$ cat config.mk
export PLATFORM = sky130hd
export DESIGN_NAME = ft2_spi_cmd_sequencer_flat
export DESIGN_NICKNAME = d
export VERILOG_FILES = /design/src/rtl/ft2_spi_cmd_sequencer_pkg.sv /design/src/rtl/ft2_spi_cmd_sequencer_if.sv /design/src/rtl/ft2_spi_cmd_sequencer.sv /design/src/flat_wrapper.sv
export SDC_FILE = /design/constraint.sdc
export NUM_CORES = 1
export LEC_CHECK = 0
export ABC_AREA = 1
export CAP_MARGIN = 30
export CORE_ASPECT_RATIO = 1.25
export CORE_MARGIN = 2
export CORE_UTILIZATION = 48
export DETAILED_ROUTE_END_ITERATION = 7
export PLACE_DENSITY = 0.83
export SYNTH_ARGS = -nofsm -noshare
export SYNTH_HDL_FRONTEND = slang
export SYNTH_SLANG_ARGS = --single-unit
export TNS_END_PERCENT = 100
$ cat constraint.sdc
create_clock -name clk -period 2.4 [get_ports clk]
set_input_delay 0.48 -clock clk [delete_from_list [all_inputs] [get_ports clk]]
set_output_delay 0.48 -clock clk [all_outputs]
set_load 0.01 [all_outputs]
$ cat src/rtl/ft2_spi_cmd_sequencer_pkg.sv
// ft2_spi_pkg: shared definitions for the FT2 -> SPI command sequencer.
//   state_e   : sequencer FSM states
//   ST_*      : status codes returned to the host over the FT2 write path
//   CTRL_SYNC : required value of the control-byte sync field [7:3]
package ft2_spi_pkg;

  typedef enum logic [2:0] {
    IDLE,
    CTRL_CHK,
    XFER_WAIT,
    XFER_LOAD,
    XFER,
    STATUS
  } state_e;

  localparam logic [7:0] ST_OK     = 8'h24;  // '$'
  localparam logic [7:0] ST_BADCTL = 8'h3F;  // '?'
  localparam logic [7:0] ST_FULL   = 8'h66;  // 'f'
  localparam logic [7:0] ST_TMO    = 8'h74;  // 't'

  localparam logic [4:0] CTRL_SYNC = 5'b11111;

endpackage

$ cat src/rtl/ft2_spi_cmd_sequencer_if.sv
// ft2_spi_cmd_sequencer_if: bundles the RX FIFO, SPI transmitter and FT2
// status-write signals seen by the command sequencer.
//   master : sequencer side (drives fifo_rd_en, fifo_rst, spi_*, status_*, busy)
//   slave  : environment side (drives fifo_*, spi_done, status_sent)
interface ft2_spi_cmd_sequencer_if;
  logic       fifo_empty;
  logic       fifo_full;
  logic [7:0] fifo_rd_data;
  logic       fifo_rd_en;
  logic       fifo_rst;
  logic [7:0] spi_data;
  logic       spi_start;
  logic       spi_done;
  logic [7:0] status_byte;
  logic       status_wr_en;
  logic       status_sent;
  logic       busy;

  modport master (
    input  fifo_empty, fifo_full, fifo_rd_data, spi_done, status_sent,
    output fifo_rd_en, fifo_rst, spi_data, spi_start, status_byte,
           status_wr_en, busy
  );

  modport slave (
    output fifo_empty, fifo_full, fifo_rd_data, spi_done, status_sent,
    input  fifo_rd_en, fifo_rst, spi_data, spi_start, status_byte,
           status_wr_en, busy
  );
endinterface

$ cat src/rtl/ft2_spi_cmd_sequencer.sv
// ft2_spi_cmd_sequencer: pops a control byte from the FT2 RX FIFO, validates
// it, streams len+1 payload bytes to the SPI transmitter one at a time and
// reports a one-byte status to the host. Flushes the FIFO on a bad control
// byte or on overflow.
//
// Ports:
//   clk   : system clock
//   rst_n : asynchronous active-low reset
//   bus   : FIFO / SPI / status signals (ft2_spi_cmd_sequencer_if.master)
//
// Optional feature: define FT2_SPI_TIMEOUT_EN to abort a frame that stalls in
// XFER_WAIT for TIMEOUT_CYC cycles (status 't'). Without it XFER_WAIT waits
// forever and the TIMEOUT_CYC parameter does not exist.
//
// state     | meaning
// IDLE      | waiting for a control byte in the FIFO
// CTRL_CHK  | popped control byte on fifo_rd_data, check sync field
// XFER_WAIT | waiting for the next payload byte
// XFER_LOAD | popped payload byte on fifo_rd_data, latch it for SPI
// XFER      | SPI shifting, waiting for spi_done
// STATUS    | presenting status_byte until status_sent
module ft2_spi_cmd_sequencer
  import ft2_spi_pkg::*;
#(
  parameter int LEN_W = 3
`ifdef FT2_SPI_TIMEOUT_EN
  , parameter int TIMEOUT_CYC = 50000
`endif
) (
  input  logic                   clk,
  input  logic                   rst_n,
  ft2_spi_cmd_sequencer_if.master bus
);

  state_e           state_q, state_d;
  logic [LEN_W-1:0] cnt_q, cnt_d;
  logic [7:0]       spi_data_q, spi_data_d;
  logic [7:0]       status_q, status_d;
  logic             spi_start_q, spi_start_d;
  logic             rd_en;
  logic             flush;
  logic             overflow;

`ifdef FT2_SPI_TIMEOUT_EN
  localparam int TMO_W = (TIMEOUT_CYC > 2) ? $clog2(TIMEOUT_CYC) : 1;
  logic [TMO_W-1:0] tmo_q, tmo_d;
  logic             tmo_hit;

  assign tmo_hit = (tmo_q == TMO_W'(TIMEOUT_CYC - 1));
  assign tmo_d   = (state_q == XFER_WAIT) ? tmo_q + 1'b1 : '0;

  always_ff @(posedge clk or negedge rst_n) begin
    if (!rst_n) tmo_q <= '0;
    else        tmo_q <= tmo_d;
  end
`endif

  // Overflow is only acted on while a frame is in flight; in STATUS the
  // FIFO has already been flushed and the host is being answered.
  assign overflow = bus.fifo_full && (state_q != IDLE) && (state_q != STATUS);

  always_comb begin
    state_d     = state_q;
    cnt_d       = cnt_q;
    spi_data_d  = spi_data_q;
    status_d    = status_q;
    spi_start_d = 1'b0;
    rd_en       = 1'b0;
    flush       = 1'b0;

    if (overflow) begin
      status_d = ST_FULL;
      flush    = 1'b1;
      state_d  = STATUS;
    end else begin
      case (state_q)
        IDLE: begin
          if (!bus.fifo_empty) begin
            rd_en   = 1'b1;
            state_d = CTRL_CHK;
          end
        end
        CTRL_CHK: begin
          if (bus.fifo_rd_data[7:LEN_W] == CTRL_SYNC) begin
            cnt_d   = bus.fifo_rd_data[LEN_W-1:0];
            state_d = XFER_WAIT;
          end else begin
            status_d = ST_BADCTL;
            flush    = 1'b1;
            state_d  = STATUS;
          end
        end
        XFER_WAIT: begin
`ifdef FT2_SPI_TIMEOUT_EN
          if (tmo_hit) begin
            status_d = ST_TMO;
            flush    = 1'b1;
            state_d  = STATUS;
          end else
`endif
          if (!bus.fifo_empty) begin
            rd_en   = 1'b1;
            state_d = XFER_LOAD;
          end
        end
        XFER_LOAD: begin
          // spi_start is registered so it rises together with spi_data.
          spi_data_d  = bus.fifo_rd_data;
          spi_start_d = 1'b1;
          state_d     = XFER;
        end
        XFER: begin
          if (bus.spi_done) begin
            if (cnt_q == '0) begin
              status_d = ST_OK;
              state_d  = STATUS;
            end else begin
              cnt_d   = cnt_q - 1'b1;
              state_d = XFER_WAIT;
            end
          end
        end
        STATUS: begin
          if (bus.status_sent) state_d = IDLE;
        end
        default: state_d = IDLE;
      endcase
    end
  end

  always_ff @(posedge clk or negedge rst_n) begin
    if (!rst_n) begin
      state_q     <= IDLE;
      cnt_q       <= '0;
      spi_data_q  <= '0;
      status_q    <= '0;
      spi_start_q <= 1'b0;
    end else begin
      state_q     <= state_d;
      cnt_q       <= cnt_d;
      spi_data_q  <= spi_data_d;
      status_q    <= status_d;
      spi_start_q <= spi_start_d;
    end
  end

  // The IDLE pop depends only on fifo_empty, so gate it with reset to keep
  // the FIFO untouched while the block is held in reset.
  assign bus.fifo_rd_en   = rd_en & rst_n;
  assign bus.fifo_rst     = flush;
  assign bus.spi_data     = spi_data_q;
  assign bus.spi_start    = spi_start_q;
  assign bus.status_byte  = status_q;
  assign bus.status_wr_en = (state_q == STATUS);
  assign bus.busy         = (state_q != IDLE);

endmodule

$ cat src/flat_wrapper.sv
// flat-port wrapper written by rule: the top's interface ports become plain ports
module ft2_spi_cmd_sequencer_flat import ft2_spi_pkg::*;
#(
  parameter int LEN_W = 3

)
  (clk, rst_n, bus_fifo_empty, bus_fifo_full, bus_fifo_rd_data, bus_spi_done, bus_status_sent, bus_fifo_rd_en, bus_fifo_rst, bus_spi_data, bus_spi_start, bus_status_byte, bus_status_wr_en, bus_busy);
  ft2_spi_cmd_sequencer_if bus_i ();
  input  logic clk;
  input  logic rst_n;
  input wire logic [$bits(bus_i.fifo_empty)-1:0] bus_fifo_empty;
  input wire logic [$bits(bus_i.fifo_full)-1:0] bus_fifo_full;
  input wire logic [$bits(bus_i.fifo_rd_data)-1:0] bus_fifo_rd_data;
  input wire logic [$bits(bus_i.spi_done)-1:0] bus_spi_done;
  input wire logic [$bits(bus_i.status_sent)-1:0] bus_status_sent;
  output wire logic [$bits(bus_i.fifo_rd_en)-1:0] bus_fifo_rd_en;
  output wire logic [$bits(bus_i.fifo_rst)-1:0] bus_fifo_rst;
  output wire logic [$bits(bus_i.spi_data)-1:0] bus_spi_data;
  output wire logic [$bits(bus_i.spi_start)-1:0] bus_spi_start;
  output wire logic [$bits(bus_i.status_byte)-1:0] bus_status_byte;
  output wire logic [$bits(bus_i.status_wr_en)-1:0] bus_status_wr_en;
  output wire logic [$bits(bus_i.busy)-1:0] bus_busy;
  assign bus_i.fifo_empty = bus_fifo_empty;
  assign bus_i.fifo_full = bus_fifo_full;
  assign bus_i.fifo_rd_data = bus_fifo_rd_data;
  assign bus_i.spi_done = bus_spi_done;
  assign bus_i.status_sent = bus_status_sent;
  assign bus_fifo_rd_en = bus_i.fifo_rd_en;
  assign bus_fifo_rst = bus_i.fifo_rst;
  assign bus_spi_data = bus_i.spi_data;
  assign bus_spi_start = bus_i.spi_start;
  assign bus_status_byte = bus_i.status_byte;
  assign bus_status_wr_en = bus_i.status_wr_en;
  assign bus_busy = bus_i.busy;
  ft2_spi_cmd_sequencer #(.LEN_W(LEN_W)) u_core (.clk(clk), .rst_n(rst_n), .bus(bus_i));
endmodule
==> summary.md <==
| Metric | Value |
|---|---|
| Hold Crit Endpoint | `u_core.bus.spi_data[5]$_DFFE_PN0P_` |
| Startpoint Class | `input pin` |
| Synth Register Bits | `19` |
| Final setup margin | `about 0.044 ns` |
| CTS Buf Count | `3` |
| Seq/Total Area, Yosys | `between 40% and 50%` |
| Hold path start | `u_core.bus.spi_data[5]$_DFFE_PN0P_` |
| Root Buffer | `clkbuf_4` |
| FILL cells | `174` |
| Largest net degree at the start of global routing | `20` |
| Placed inst area | `0.00138 sq mm` |
| RSZ-0062 raised after global routing | `true` |
| Post-DP HPWL | `1770 microns` |
| Cell variety after synth | `21` |
| Post-route DRC | `0` |
| Primary FF master, synth | `dfrtp_1` |
| Setup WS pre-CTS | `around 0.013 ns` |
| Initial DRC count | `23` |
| Hold Vio Cnt, Final | `0` |
| IO Pins | `35` |
| R2R cell count | `9` |
| Yosys warns | `0` |
| TritonRoute pass-1 iters | `4` |
| Wire per inst | `11.8 microns` |
| Worst skew pair latency | `slightly below 0.3 ns` |
| Fmax | `424 MHz` |
| Layout cell share with drive strength beyond 1 | `13.3%` |
| H-Tree Depth | `1` |
| Worst Skew | `between 0.002 and 0.003 ns` |
| Synthesized area | `roughly 0.0011 sq mm` |
| Worst vdd rail ir drop | `806 uV` |
| RR Endpoint | `u_core.cnt_q[2]$_DFFE_PN0P_` |
| Vias post-DR | `1,023` |
| IO buf count | `33` |
| Routability cong. | `slightly below 0.9` |
| Syn-to-layout area delta | `34.6%` |
| Placed insts | `roughly 190` |
| R2R Setup Slk | `between 0.9 and 1 ns` |
| Gr ovfl total | `0` |
| Area contributors post-synth | `dfrtp_1, nand2_1, nand3_1, nor2_1, inv_1` |
| Final ANT Viol Nets | `0` |
| Antenna diodes | `0` |
| Max-capacitance violation count | `0` |
| Static Leak | `approximately 0.7 nW` |
| Mean area per synthesized cell | `7.65 sq um` |
| Die X | `between 40 and 50 microns` |
| Post-CTS Hold Buffers | `0` |
| Die area | `around 0.0026 sq mm` |
| EDFF count, synth | `0` |
| Crit. End Element | `output port` |
| Starting Density | `49.4%` |
| HP Class | `flip-flop to flip-flop` |
| Hold depth | `2` |
| Fin nets | `between 150 and 200` |
| Drt via density | `approximately 5.3` |
| First-pass GRT wire length | `approximately 3600 microns` |
| Pwr Density | `1250 mW/mm^2` |
| Cells after Synth | `~140` |
| Core area | `roughly 0.0021 sq mm` |
| Final setup vio count | `0` |
| Std-Cell Rows | `19` |
| Beginning of the worst register-to-register path | `u_core.state_q[2]$_DFFE_PN0P_` |
| TNS Setup | `0 ns` |
| Finished Cell Area | `between 0.001 and 0.0015 sq mm` |
| Cell taking the most area after synthesis | `dfrtp_1` |
| DRT Wirelength | `2300 microns` |
| Crit path time final | `2.36 ns` |
| Outcome | `complete, no violations` |
| Clock-pin slew on the worst setup and hold paths | `~0.1 ns` |
| Tot GR Track Use | `18.7%` |
| Crit path required time | `1.92 ns` |
| Util after Layout | `around 66%` |
| Final period util | `roughly 100%` |
| CTS sink count | `19` |
| Die Y-Extent | `56.4 microns` |
| WS Path Type | `input pin to output port` |
| Vias in the first global route | `920` |
| Critical Path Fanout Max | `3` |
| Fin. max-slew vios | `0` |
| WP data arrival | `1.88 ns` |
| CTS tree | `built` |
| Syn Nets | `approximately 150` |
| Share of the synthesized area in the top cell type | `a little under half` |
| Fin cells | `between 150 and 200` |
| Max clock buf depth | `2` |
| Asr flop ratio synth | `100%` |
| Antenna violations before repair | `0` |
-- per-stage QoR --
stage / hold WS [ns] / power (mW)
floorplan: 0.184 / 1.22
global placement: 0.454 / 1.56
detailed placement: 0.457 / 1.60
CTS: 0.482 / 1.77
global route: 0.500 / 1.93
finish: 0.477 / 1.78
-- worst max-delay path, cell delays in order --
cell and delay [ns]:
clkdlybuf4s50_1 0.48, nand3_1 0.12, o21ai_2 0.19, nand2_1 0.11, clkdlybuf4s50_1 0.49
-- state kept, by name, indices dropped and copies added (netlist names) --
name	flops
u_core.state_q	3
u_core.bus.spi_data	8
u_core.bus.status_byte	4
u_core.cnt_q	3
u_core.bus.spi_start	1
-- timing repair --
item                                    4_1_cts  5_1_grt
resized for setup                             0        2
setup buffers                                 0        1
hold endpoints to repair                      0        0
endpoints found under the setup margin        0        2
-- cells in the mapped netlist (2+ instances only) --
| library cell | number |
|---|---|
| nand2_1 | 48 |
| dfrtp_1 | 19 |
| nand3_1 | 15 |
| nor2_1 | 13 |
| inv_1 | 11 |
| buf_4 | 4 |
| inv_2 | 4 |
| nand2_2 | 3 |
| o21ai_0 | 3 |
| buf_6 | 2 |
| ha_1 | 2 |
| nand3_2 | 2 |
| nor2_2 | 2 |
| nor2_4 | 2 |
| o21ai_1 | 2 |
-- routing by layer --
layer	part of all wire (%)	vias up	track usage (%)
met1	40	473	19.8
met2	53	53	35.1
met5	0	-	0
li1	-	488	-
met4	2.3	0	7.35
met3	5.1	9	1.93
-- cells by family (layout without fill, tap and decap cells) --
logic type	Yosys count	after routing	share of synthesized area [%]
flip-flops	19	19	45.0
XOR/XNOR	1	1	0.830
adder cells (fa/ha/maj)	2	2	2.37
buffers and inverters	21	56	10.3
other	1	1	0.355
AO/OA/AOI/OAI	5	5	2.37
AND/OR/NAND/NOR	89	89	38.7
-- worst max path at each step --
stage                           to                     startpoint  slack [ns]
floorplan           bus_fifo_rd_en  u_core.state_q[2]$_DFFE_PN0P_        0.84
global placement      bus_fifo_rst            bus_fifo_rd_data[7]        0.01
detailed placement    bus_fifo_rst            bus_fifo_rd_data[7]        0.01
CTS                   bus_fifo_rst            bus_fifo_rd_data[7]      0.0009
global route          bus_fifo_rst            bus_fifo_rd_data[7]       -0.02
finish                bus_fifo_rst            bus_fifo_rd_data[7]        0.04
-- cell usage in the layout (no fill, tap or decap), drive strengths merged --
cell / Yosys / routed
buf: 6 / 4
clkbuf: 0 / 4
clkdlybuf4s50: 0 / 33
conb: 1 / 1
dfrtp: 19 / 19
ha: 2 / 2
inv: 15 / 15
nand2: 52 / 52
nand3: 17 / 17
nand3b: 1 / 1
nand4: 1 / 1
nor2: 17 / 17
o21ai: 5 / 5
or2: 1 / 1
xnor2: 1 / 1
-- cell type report --
class                   count  area [sq um]  share of cell area [%]
multi-input cells          98           475                    33.5
clock buffers               4          26.3                    1.85
well taps                  21          26.3                    1.85
repair buffers             37           360                    25.4
inverters                  15          56.3                    3.96
flip-flops and latches     19           477                    33.5
-- power by group --
group	switching, mW	internal [mW]	total (mW)	leakage (nW)
logic	0.572	0.489	1.06	0.473
registers	0.103	0.457	0.560	0.232
clock network	0.0932	0.0647	0.158	0.0150
No activity file was read; power rests on OpenSTA's default activity.
